## config.mk

```make
export PLATFORM = sky130hd
export DESIGN_NAME = ram_fifo_ctrl
export DESIGN_NICKNAME = d
export VERILOG_FILES = /design/src/rtl/ram_fifo_pkg.sv /design/src/rtl/ram_port_arb.sv /design/src/rtl/ram_fifo_ctrl.sv
export SDC_FILE = /design/constraint.sdc
export NUM_CORES = 1
export LEC_CHECK = 0
export CAP_MARGIN = 20
export CORE_UTILIZATION = 60
export DETAILED_ROUTE_END_ITERATION = 8
export DONT_BUFFER_PORTS = 1
export PLACE_DENSITY_LB_ADDON = 0.05
export SYNTH_ARGS = -nofsm -noshare
export SYNTH_HDL_FRONTEND = slang
export SYNTH_SLANG_ARGS = --single-unit
```

## constraint.sdc

```tcl
create_clock -name clk -period 4.8 [get_ports clk]
set_clock_uncertainty 0.1 [all_clocks]
set_input_delay 0.24 -clock clk [delete_from_list [all_inputs] [get_ports clk]]
set_output_delay 0.24 -clock clk [all_outputs]
set_load 0.005 [all_outputs]
```

## src/rtl/ram_fifo_pkg.sv

```systemverilog
// ---------------------------------------------------------------------------
// ram_fifo_pkg
// Shared constants and types for the RAM-backed FIFO controller and its
// RAM-port arbiter.
//
// Contents:
//   AW, DW, DEPTH, AF_TH  - address width, data width, RAM entries, and the
//                           almost-full threshold (used only when
//                           RAM_FIFO_LEVEL_EN is defined)
//   ptr_t, cnt_t, data_t  - RAM pointer, occupancy count, payload types
//   grant_t               - which requester owns the RAM port this cycle
//   CNT_FULL              - count value meaning "every RAM entry in use"
//   ptr_inc               - pointer increment that wraps at DEPTH
// ---------------------------------------------------------------------------
package ram_fifo_pkg;

    localparam int AW    = 3;
    localparam int DW    = 8;
    localparam int DEPTH = 2 ** AW;
    localparam int AF_TH = 6;

    typedef logic [AW-1:0] ptr_t;
    typedef logic [AW:0]   cnt_t;
    typedef logic [DW-1:0] data_t;

    typedef enum logic [1:0] {
        GNT_NONE,
        GNT_WR,
        GNT_RD
    } grant_t;

    localparam cnt_t CNT_FULL = cnt_t'(DEPTH);

    // DEPTH is a power of two, so letting the pointer overflow gives the wrap.
    function automatic ptr_t ptr_inc(input ptr_t p);
        return p + ptr_t'(1);
    endfunction

endpackage

```

## src/rtl/ram_port_arb.sv

```systemverilog
// ---------------------------------------------------------------------------
// ram_port_arb
// Two-requester arbiter for the single RAM port. When only one side requests,
// it wins. When both request, the read side wins if prio_rd is set, otherwise
// the write side wins, and prio_rd flips so the loser wins the next contest.
//
// Ports:
//   clk      in   rising-edge clock
//   clr      in   asynchronous active-low reset
//   flush    in   synchronous clear; returns priority to the read side
//   rd_req   in   refill read wanted
//   wr_req   in   push write wanted
//   grant    out  grant_t owner of the RAM port this cycle
//   prio_rd  out  priority state: 1 = read wins the next contest
// ---------------------------------------------------------------------------
import ram_fifo_pkg::*;

module ram_port_arb (
    input  logic   clk,
    input  logic   clr,
    input  logic   flush,
    input  logic   rd_req,
    input  logic   wr_req,
    output grant_t grant,
    output logic   prio_rd
);

    logic contested;

    // Grant decode: a lone request always wins; a contest goes by prio_rd.
    always_comb begin
        grant     = GNT_NONE;
        contested = rd_req && wr_req;
        if (contested) begin
            grant = prio_rd ? GNT_RD : GNT_WR;
        end else if (wr_req) begin
            grant = GNT_WR;
        end else if (rd_req) begin
            grant = GNT_RD;
        end
    end

    // Priority only moves on contested cycles. Uncontested grants leave it
    // alone, so a long run of lone writes does not bias the next contest.
    always_ff @(posedge clk or negedge clr) begin
        if (!clr) begin
            prio_rd <= 1'b1;
        end else if (flush) begin
            prio_rd <= 1'b1;
        end else if (contested) begin
            prio_rd <= ~prio_rd;
        end
    end

endmodule

```

## src/rtl/ram_fifo_ctrl.sv

```systemverilog
// ---------------------------------------------------------------------------
// ram_fifo_ctrl
// FIFO controller in front of the 8x8 single-port RAM. It turns a
// valid/ready push stream and a valid/ready pop stream into at most one RAM
// access per cycle. The RAM holds the payload. This block owns the pointers,
// the occupancy count, and a one-entry output holding register, so the total
// capacity is DEPTH+1.
//
// The RAM writes on the rising clk edge when rw=1 and reads combinationally
// from addr, so a read grant captures ram_dout into the holding register at
// the end of the same cycle.
//
// Optional build macro:
//   RAM_FIFO_LEVEL_EN  - adds level (items held, 0..DEPTH+1) and almost_full
//                        (count >= AF_TH) outputs
//
// Ports:
//   clk         in   rising-edge clock
//   clr         in   asynchronous active-low reset
//   flush       in   synchronous clear of FIFO state, highest priority
//   push_valid  in   producer has data
//   push_data   in   producer payload
//   push_ready  out  push accepted this cycle (write granted)
//   pop_valid   out  holding register holds an item
//   pop_data    out  holding register contents
//   pop_ready   in   consumer takes pop_data this cycle
//   ram_rw      out  RAM write enable (1 = write)
//   ram_clr     out  RAM clear, asserted in reset and on flush
//   ram_addr    out  RAM address
//   ram_din     out  RAM write data
//   ram_dout    in   RAM read data
//   empty       out  nothing in RAM and nothing in the holding register
//   full        out  every RAM entry in use
//   level       out  (RAM_FIFO_LEVEL_EN) count plus holding-register item
//   almost_full out  (RAM_FIFO_LEVEL_EN) count at or above AF_TH
// ---------------------------------------------------------------------------
import ram_fifo_pkg::*;

module ram_fifo_ctrl (
    input  logic          clk,
    input  logic          clr,
    input  logic          flush,
    input  logic          push_valid,
    input  logic [DW-1:0] push_data,
    output logic          push_ready,
    output logic          pop_valid,
    output logic [DW-1:0] pop_data,
    input  logic          pop_ready,
    output logic          ram_rw,
    output logic          ram_clr,
    output logic [AW-1:0] ram_addr,
    output logic [DW-1:0] ram_din,
    input  logic [DW-1:0] ram_dout,
    output logic          empty,
    output logic          full
`ifdef RAM_FIFO_LEVEL_EN
    ,
    output logic [AW+1:0] level,
    output logic          almost_full
`endif
);

    ptr_t   wr_ptr;
    ptr_t   rd_ptr;
    cnt_t   count;
    data_t  dout_reg;
    logic   dout_valid;
    logic   active;
    logic   rd_req;
    logic   wr_req;
    grant_t grant;
    logic   prio_rd_unused;

    // active is cleared by reset and set by the first clock edge after reset
    // is released. Gating writes with it keeps push_ready and ram_rw low for
    // the whole reset interval, even when push_valid is high, without routing
    // clr into the datapath. As a result, pushes are accepted from the cycle
    // after release onward.
    always_ff @(posedge clk or negedge clr) begin
        if (!clr) begin
            active <= 1'b0;
        end else begin
            active <= 1'b1;
        end
    end

    // Requests use registered state only, so pop_ready has no combinational
    // path to the RAM port. A pop frees the holding register at the edge,
    // and the refill read is requested the following cycle. Flush suppresses
    // both requests because its edge discards everything anyway.
    always_comb begin
        rd_req = !dout_valid && (count != '0) && !flush;
        wr_req = active && push_valid && (count < CNT_FULL) && !flush;
    end

    ram_port_arb u_arb (
        .clk     (clk),
        .clr     (clr),
        .flush   (flush),
        .rd_req  (rd_req),
        .wr_req  (wr_req),
        .grant   (grant),
        .prio_rd (prio_rd_unused)
    );

    // RAM port drive. When idle, the port parks on rd_ptr with rw low, so the
    // RAM output always shows the next item to be read.
    always_comb begin
        ram_rw     = 1'b0;
        ram_addr   = rd_ptr;
        ram_din    = '0;
        push_ready = 1'b0;
        if (grant == GNT_WR) begin
            ram_rw     = 1'b1;
            ram_addr   = wr_ptr;
            ram_din    = push_data;
            push_ready = 1'b1;
        end
    end

    assign ram_clr   = ~clr | flush;
    assign pop_valid = dout_valid;
    assign pop_data  = dout_reg;
    assign empty     = (count == '0) && !dout_valid;
    assign full      = (count == CNT_FULL);

    // Pointers and count. Reads and writes are mutually exclusive, so count
    // moves by at most one per cycle. Flush takes precedence over any grant.
    always_ff @(posedge clk or negedge clr) begin
        if (!clr) begin
            wr_ptr <= '0;
            rd_ptr <= '0;
            count  <= '0;
        end else if (flush) begin
            wr_ptr <= '0;
            rd_ptr <= '0;
            count  <= '0;
        end else begin
            case (grant)
                GNT_WR: begin
                    wr_ptr <= ptr_inc(wr_ptr);
                    count  <= count + cnt_t'(1);
                end
                GNT_RD: begin
                    rd_ptr <= ptr_inc(rd_ptr);
                    count  <= count - cnt_t'(1);
                end
                default: begin
                end
            endcase
        end
    end

    // Holding register. A read grant only happens while the register is
    // empty, so it never collides with a pop in the same cycle. Flush drops
    // the valid flag, which also covers a pop that coincides with the flush.
    // The data is left as is.
    always_ff @(posedge clk or negedge clr) begin
        if (!clr) begin
            dout_reg   <= '0;
            dout_valid <= 1'b0;
        end else if (flush) begin
            dout_valid <= 1'b0;
        end else if (grant == GNT_RD) begin
            dout_reg   <= ram_dout;
            dout_valid <= 1'b1;
        end else if (dout_valid && pop_ready) begin
            dout_valid <= 1'b0;
        end
    end

`ifdef RAM_FIFO_LEVEL_EN
    // Occupancy view for upstream throttling. It reads zero during a flush
    // cycle because everything is discarded at that edge.
    always_comb begin
        level       = '0;
        almost_full = 1'b0;
        if (!flush) begin
            level       = {1'b0, count} + {{(AW+1){1'b0}}, dout_valid};
            almost_full = (count >= cnt_t'(AF_TH));
        end
    end
`endif

endmodule
```

==> metrics.md, run 1 <==
| Metric | Value |
|---|---|
| CTS root buffer | clkbuf_4 |
| Largest net degree at the start of global routing | 22 |
| Register area share after synthesis | 44.9% |
| DP Area | 1150 µm² |
| CTS sink cnt | 21 |
| Wire per inst | 14.8 µm |
| Leakage | 0.612 nW |
| Initial Util | 65.8% |
| Buffers inserted by post-CTS timing repair | 0 |
| Top cells by area, synth | dfrtp_1 43%, nand2_1 11%, and2_1 4.8%, ha_1 4.3%, buf_6 2.9% |
| Slew headroom | 39.2% |
| Total GRT Usage | 23.0% |
| Netlist cell types | 36 |
| DP HPWL | 1.56 mm |
| Final setup violation count | 0 |
| PwrDens | 491 nW/µm² |
| RSZ-0062 raised after global routing | no |
| Num CTS Buffers | 3 |
| Number of synthesized flops with an enable pin | 0 |
| Max-slew violation total from the final report | 0 |
| Hold Path Class | in -> reg |
| Drt via density | 5.69 |
| Total Power | 0.631 mW |
| #FFs+latches synth | 21 |
| Post-route antenna net violation count | 0 |
| Share of cells above drive strength 1 | 10.6% |
| Die Span Y | 46.2 µm |
| Multi-input gate area | 577 µm² |
| Gpl congestion | 0.787 |
| Sequential group share of total power | 47.5% |
| Vias in the first global route | 790 |
| WP data arrival | 3.07 ns |
| Number of detailed-route iterations in the first pass | 4 |
| Post-route DRC violation count | 0 |
| Tcrit/Tclk final | 62.4% |
| Max-cap viol count | 0 |
| Io pins | 46 |
| Synthesized instance count | 124 |
| Clk Latency, worst-skew pair | 0.29 ns |
| Clk buf depth | 2 |
| Hold buffers post-CTS | 11 |
| Syn Std Cell Area | 1170 µm² |
| Top cell type's share of synthesized area | 42.6% |
| Layout fillers | 140 |
| Antenna cell count | 0 |
| Clock network fraction of total power | 12.9% |
| Post-synth ARST share | 100% |
| Setup slack, reg-to-reg | 1.80 ns |
| Most frequent cells in the layout | 34 x nand2_1, 20 x dfrtp_1, 11 x dlygate4sd3_1 |
| Layout net count | 158 |
| Setup TNS | 0 ns |
| CTS resizes | 0 |
| Gate power share | 39.6% |
| TritonCTS clock tree | yes |
| Clk slew on worst S/H paths | 0.11 ns |
| Ys Warns | 0 |
| Total number of vias | 894 |
| Register area | 527 µm² |
| Fin. Hold Viols | 0 |
| Critical Path RT | 4.88 ns |
| Maximum clock frequency | 334 MHz |
| Critical Path End Type | flip-flop |
| Worst vdd ir | 0.372 mV |
| IO buf count | 0 |
| Antenna violations before repair | 0 |
| H-tree depth | 1 |
| Main flop type after synthesis | dfrtp_1 |
| Detailed Route Iter0 Violations | 26 |
| Avg Inst Size Synth | 9.46 µm² |
| Core Region | 1780 µm² |
| Syn_nets | 149 |
| Int Power | 0.377 mW |
| Worst Path Max Fanout | 16 |
| First-pass GRT wire length | 3.48 mm |
| Net switching power | 0.254 mW |
| Core Util, Final | 72.1% |
| Switch share | 40.2% |
| Die area | 2140 µm² |
| Fin area | 1290 µm² |
| Yosys top cell by area | dfrtp_1 |
| Die Width | 46.2 µm |
| Routed WL | 2.32 mm |
| Min Tclk post-route | 3.00 ns |
| Layout area overhead | 9.59% |
| Slew @ Worst Pin | 0.909 ns |
| Rows | 15 |
| Status | complete, no violations |
| Gr ovfl total | 0 |
| Most common cell after layout, fill and taps aside | nand2_1 |
| Setup crit start kind | flip-flop |
| Worst Path Class, Setup | reg -> reg |
==> metrics by stage <==
| step | std cells | setup WS, ns | hold slack [ns] |
|---|---|---|---|
| after CTS | 157 | 1.81 | 0.0916 |
| after floorplan | 124 | 2.26 | -0.156 |
| after detailed placement | 142 | 1.83 | -0.155 |
| final | 157 | 1.80 | 0.0973 |
| after global routing | 157 | 1.58 | 0.101 |
| after global placement | 142 | 1.96 | -0.155 |
==> kinds of logic (layout without fill, tap and decap cells) <==
group / after synthesis / count (layout) / synth area share [%]
AO/OA/AOI/OAI: 18 / 18 / 12.3
XOR/XNOR: 3 / 3 / 2.24
adder cells (fa/ha/maj): 4 / 4 / 4.26
buffers and inverters: 11 / 19 / 5.97
flip-flops: 21 / 21 / 44.9
multiplexers: 6 / 6 / 5.44
other: 1 / 1 / 0.320
AND/OR/NAND/NOR: 60 / 60 / 24.6
==> routing by layer <==
layer / vias up / track usage (%) / part of all wire, %
li1: 432 / - / -
met1: 430 / 30.2 / 43
met2: 30 / 38.9 / 52
met3: 2 / 3.53 / 4.5
met4: 0 / 7.06 / 0.52
met5: - / 0 / 0
==> power groups by stage <==
stage               registers [mW]  logic, mW  clock network, mW
finish                       0.299      0.250             0.0814
global route                 0.308      0.282             0.0907
CTS                          0.299      0.248             0.0840
detailed placement           0.302      0.236                  0
global placement             0.301      0.226                  0
floorplan                    0.283      0.229                  0
==> path summary, 6_finish.rpt <==
path,startpoint,to,cells after the start
max,count[3]$_DFFE_PN0P_,count[3]$_DFFE_PN0P_,8
min,flush,u_arb.prio_rd$_DFFE_PN1P_,2
max reg2reg,count[3]$_DFFE_PN0P_,count[3]$_DFFE_PN0P_,8
min reg2reg,wr_ptr[2]$_DFFE_PN0P_,wr_ptr[2]$_DFFE_PN0P_,1
max in group asynchronous,clr,pop_data[2]$_DFFE_PN0P_,1
min in group asynchronous,clr,active$_DFF_PN0_,1
==> critical path: stages, from the launching register on <==
cell,delay (ns)
dfrtp_1,0.47
nand4bb_2,0.36
o211ai_2,0.58
inv_1,0.36
ha_1,0.43
a31oi_1,0.21
a311oi_1,0.07
a211oi_1,0.23
a21oi_1,0.06
==> cell type report <==
class	instances	area share, %
multi-input cells	92	44.8
clock buffers	4	2.04
repair buffers	11	8.56
flip-flops and latches	21	41.0
well taps	25	2.43
inverters	4	1.17
==> synth_stat cells (3+ instances only) <==
cell / n
nand2_1: 34
dfrtp_1: 20
and2_1: 9
nor2_1: 6
ha_1: 4
inv_1: 4
o21ai_0: 4
a21oi_1: 3
buf_6: 3
mux2_2: 3
mux2i_1: 3
nand3_1: 3
==> sequential cells by signal, summed over array words and instances, names as in the netlist <==
name           flops
u_arb.prio_rd      1
rd_ptr             3
wr_ptr             3
pop_valid          1
pop_data           8
count              4
active             1
Note: power is estimated with default switching activity, not from simulation.
==> inputs of run 2 (changes only) <==
- clock period: 4.8 -> 2.8 ns (I/O delays scaled with it)
==> metrics.md, run 2 (same netlist as run 1, synthesis figures left out) <==
| Metric | Value |
|---|---|
| Status | complete, no violations |
| Most frequent cells in the layout | 34 x nand2_1, 20 x dfrtp_1, 11 x dlygate4sd3_1 |
| Max incr delay on CP | 0.61 ns |
| R2r worst-path depth | 7 |
| Worst Path Max Fanout | 9 |
| Antenna cell count | 0 |
| Wire per inst | 14.7 µm |
| Worst R2R End | count[2]$_DFFE_PN0P_ |
| Largest net degree at the start of global routing | 22 |
| Rows | 15 |
| Initial Util | 65.8% |
| M3 GR Usage | 4.31% |
| Worst Path Class, Setup | reg -> reg |
| WP data arrival | 2.69 ns |
| Max-slew violation total from the final report | 0 |
| Share of cells above drive strength 1 | 13.3% |
| Post-route DRC violation count | 0 |
| CP cell instances | or4_4 > o211ai_2 > xnor2_1 > ha_1 > a221o_1 > a222oi_1 > a31o_2 |
| Io pins | 46 |
| Clk slew on worst S/H paths | 0.11 ns |
| Routed WL | 2.35 mm |
| Number of detailed-route iterations in the first pass | 4 |
| Setup TNS | 0 ns |
| Core Util, Final | 73.5% |
| Slew headroom | 37.0% |
| Total GRT Usage | 23.9% |
| Buffers inserted by post-CTS timing repair | 0 |
| CTS resizes | 0 |
| Gr ovfl total | 0 |
| Min Tclk post-route | 2.54 ns |
| TritonCTS clock tree | yes |
| Hold Path Class | in -> reg |
| Hold path depth | 4 |
| Slew @ Worst Pin | 0.941 ns |
| R2r startpoint | count[1]$_DFFE_PN0P_ |
| CTS root buffer | clkbuf_4 |
| Layout net count | 161 |
| CP max stage cell | or4_4 |
| First-pass GRT wire length | 3.55 mm |
| Worst vdd ir | 0.634 mV |
| PwrDens | 843 nW/µm² |
| Setup crit start kind | flip-flop |
| Total number of vias | 910 |
| Vias in the first global route | 840 |
| Num CTS Buffers | 3 |
| Tcrit/Tclk final | 90.8% |
| Min-delay src | flush |
| Layout area overhead | 11.6% |
| Most common cell after layout, fill and taps aside | nand2_1 |
| Max reg flops | 8 |
| Leakage | 0.629 nW |
| Die area | 2140 µm² |
| Core Region | 1780 µm² |
| H-tree depth | 1 |
| Die Width | 46.2 µm |
| Met1 Resource Use GR | 33.2% |
| IO buf count | 0 |
| Final setup violation count | 0 |
| Gr busiest metal | met2 |
| Fin. Hold Viols | 0 |
| DP HPWL | 1.53 mm |
| Clk Latency, worst-skew pair | 0.30 ns |
| Die Span Y | 46.2 µm |
| Total Power | 1.10 mW |
| Post-route antenna net violation count | 0 |
| Worst hold endpoint | u_arb.prio_rd$_DFFE_PN1P_ |
| RSZ-0062 raised after global routing | no |
| Setup slack, reg-to-reg | 0.26 ns |
| Detailed Route Iter0 Violations | 16 |
| Gpl congestion | 0.748 |
| Clk buf depth | 2 |
| Max-cap viol count | 0 |
| Critical Path End Type | flip-flop |
| Antenna violations before repair | 0 |
| Maximum clock frequency | 394 MHz |
| CTS sink cnt | 21 |
| Critical Path RT | 2.95 ns |
| M2 GR Usage | 36.6% |
| Drt via density | 5.69 |
==> run 2: cell types whose count changed in the layout (fill, tap and decap cells not counted), sizes merged <==
| cell | change |
|---|---|
| buf | +3 |
| clkbuf | -1 |
| clkinv | +1 |
==> run 2: repair_timing <==
action | in CTS | in global routing
hold buffers | 11 | 0
endpoints found under the hold margin | 35 | 0
endpoints found under the setup margin | 0 | 0
==> run 2: cell type report <==
type	instances	area, µm²
repair buffers	14	133
multi-input cells	92	577
fillers	124	473
well taps	25	31.3
clock inverters	1	5.00
flip-flops and latches	21	527
clock buffers	3	22.5
inverters	4	15.0
==> run 2: per-stage QoR <==
step	setup WS [ns]	cell area, µm²	std cells	hold slack, ns
floorplan	0.257	1170	124	-0.256
global placement	0.327	1170	145	-0.255
detailed placement	0.298	1170	145	-0.255
CTS	0.264	1310	160	0.0264
global route	0.138	1310	160	0.0353
finish	0.259	1310	160	0.0343
==> run 2: power by group <==
part | switching, mW | internal (mW) | leakage [nW] | total, mW
registers | 0.104 | 0.406 | 0.267 | 0.510
logic | 0.244 | 0.205 | 0.345 | 0.449
clock network | 0.0926 | 0.0532 | 0.0177 | 0.146
==> run 2: worst max-delay path, delay by kind of cell, from the launching register on <==
family,cells,cell delay (ns)
compound gates,4,0.95
xor+xnor,1,0.11
fa+ha+maj,1,0.21
flops,1,0.49
simple gates,1,0.61
==> run 2: layer usage <==
layer / part of all wire (%) / vias up
met4: 0.51 / 0
met1: 45 / 436
met5: 0 / -
met2: 50 / 29
met3: 4.7 / 2
li1: - / 443
==> run 2: how the worst max path moves through the flow <==
stage | startpoint | depth (start not counted) | to
finish | count[1]$_DFFE_PN0P_ | 7 | count[2]$_DFFE_PN0P_
global placement | count[1]$_DFFE_PN0P_ | 7 | count[2]$_DFFE_PN0P_
global route | count[1]$_DFFE_PN0P_ | 7 | count[2]$_DFFE_PN0P_
detailed placement | count[1]$_DFFE_PN0P_ | 7 | count[2]$_DFFE_PN0P_
CTS | count[1]$_DFFE_PN0P_ | 7 | count[2]$_DFFE_PN0P_
floorplan | count[1]$_DFFE_PN0P_ | 11 | count[3]$_DFFE_PN0P_
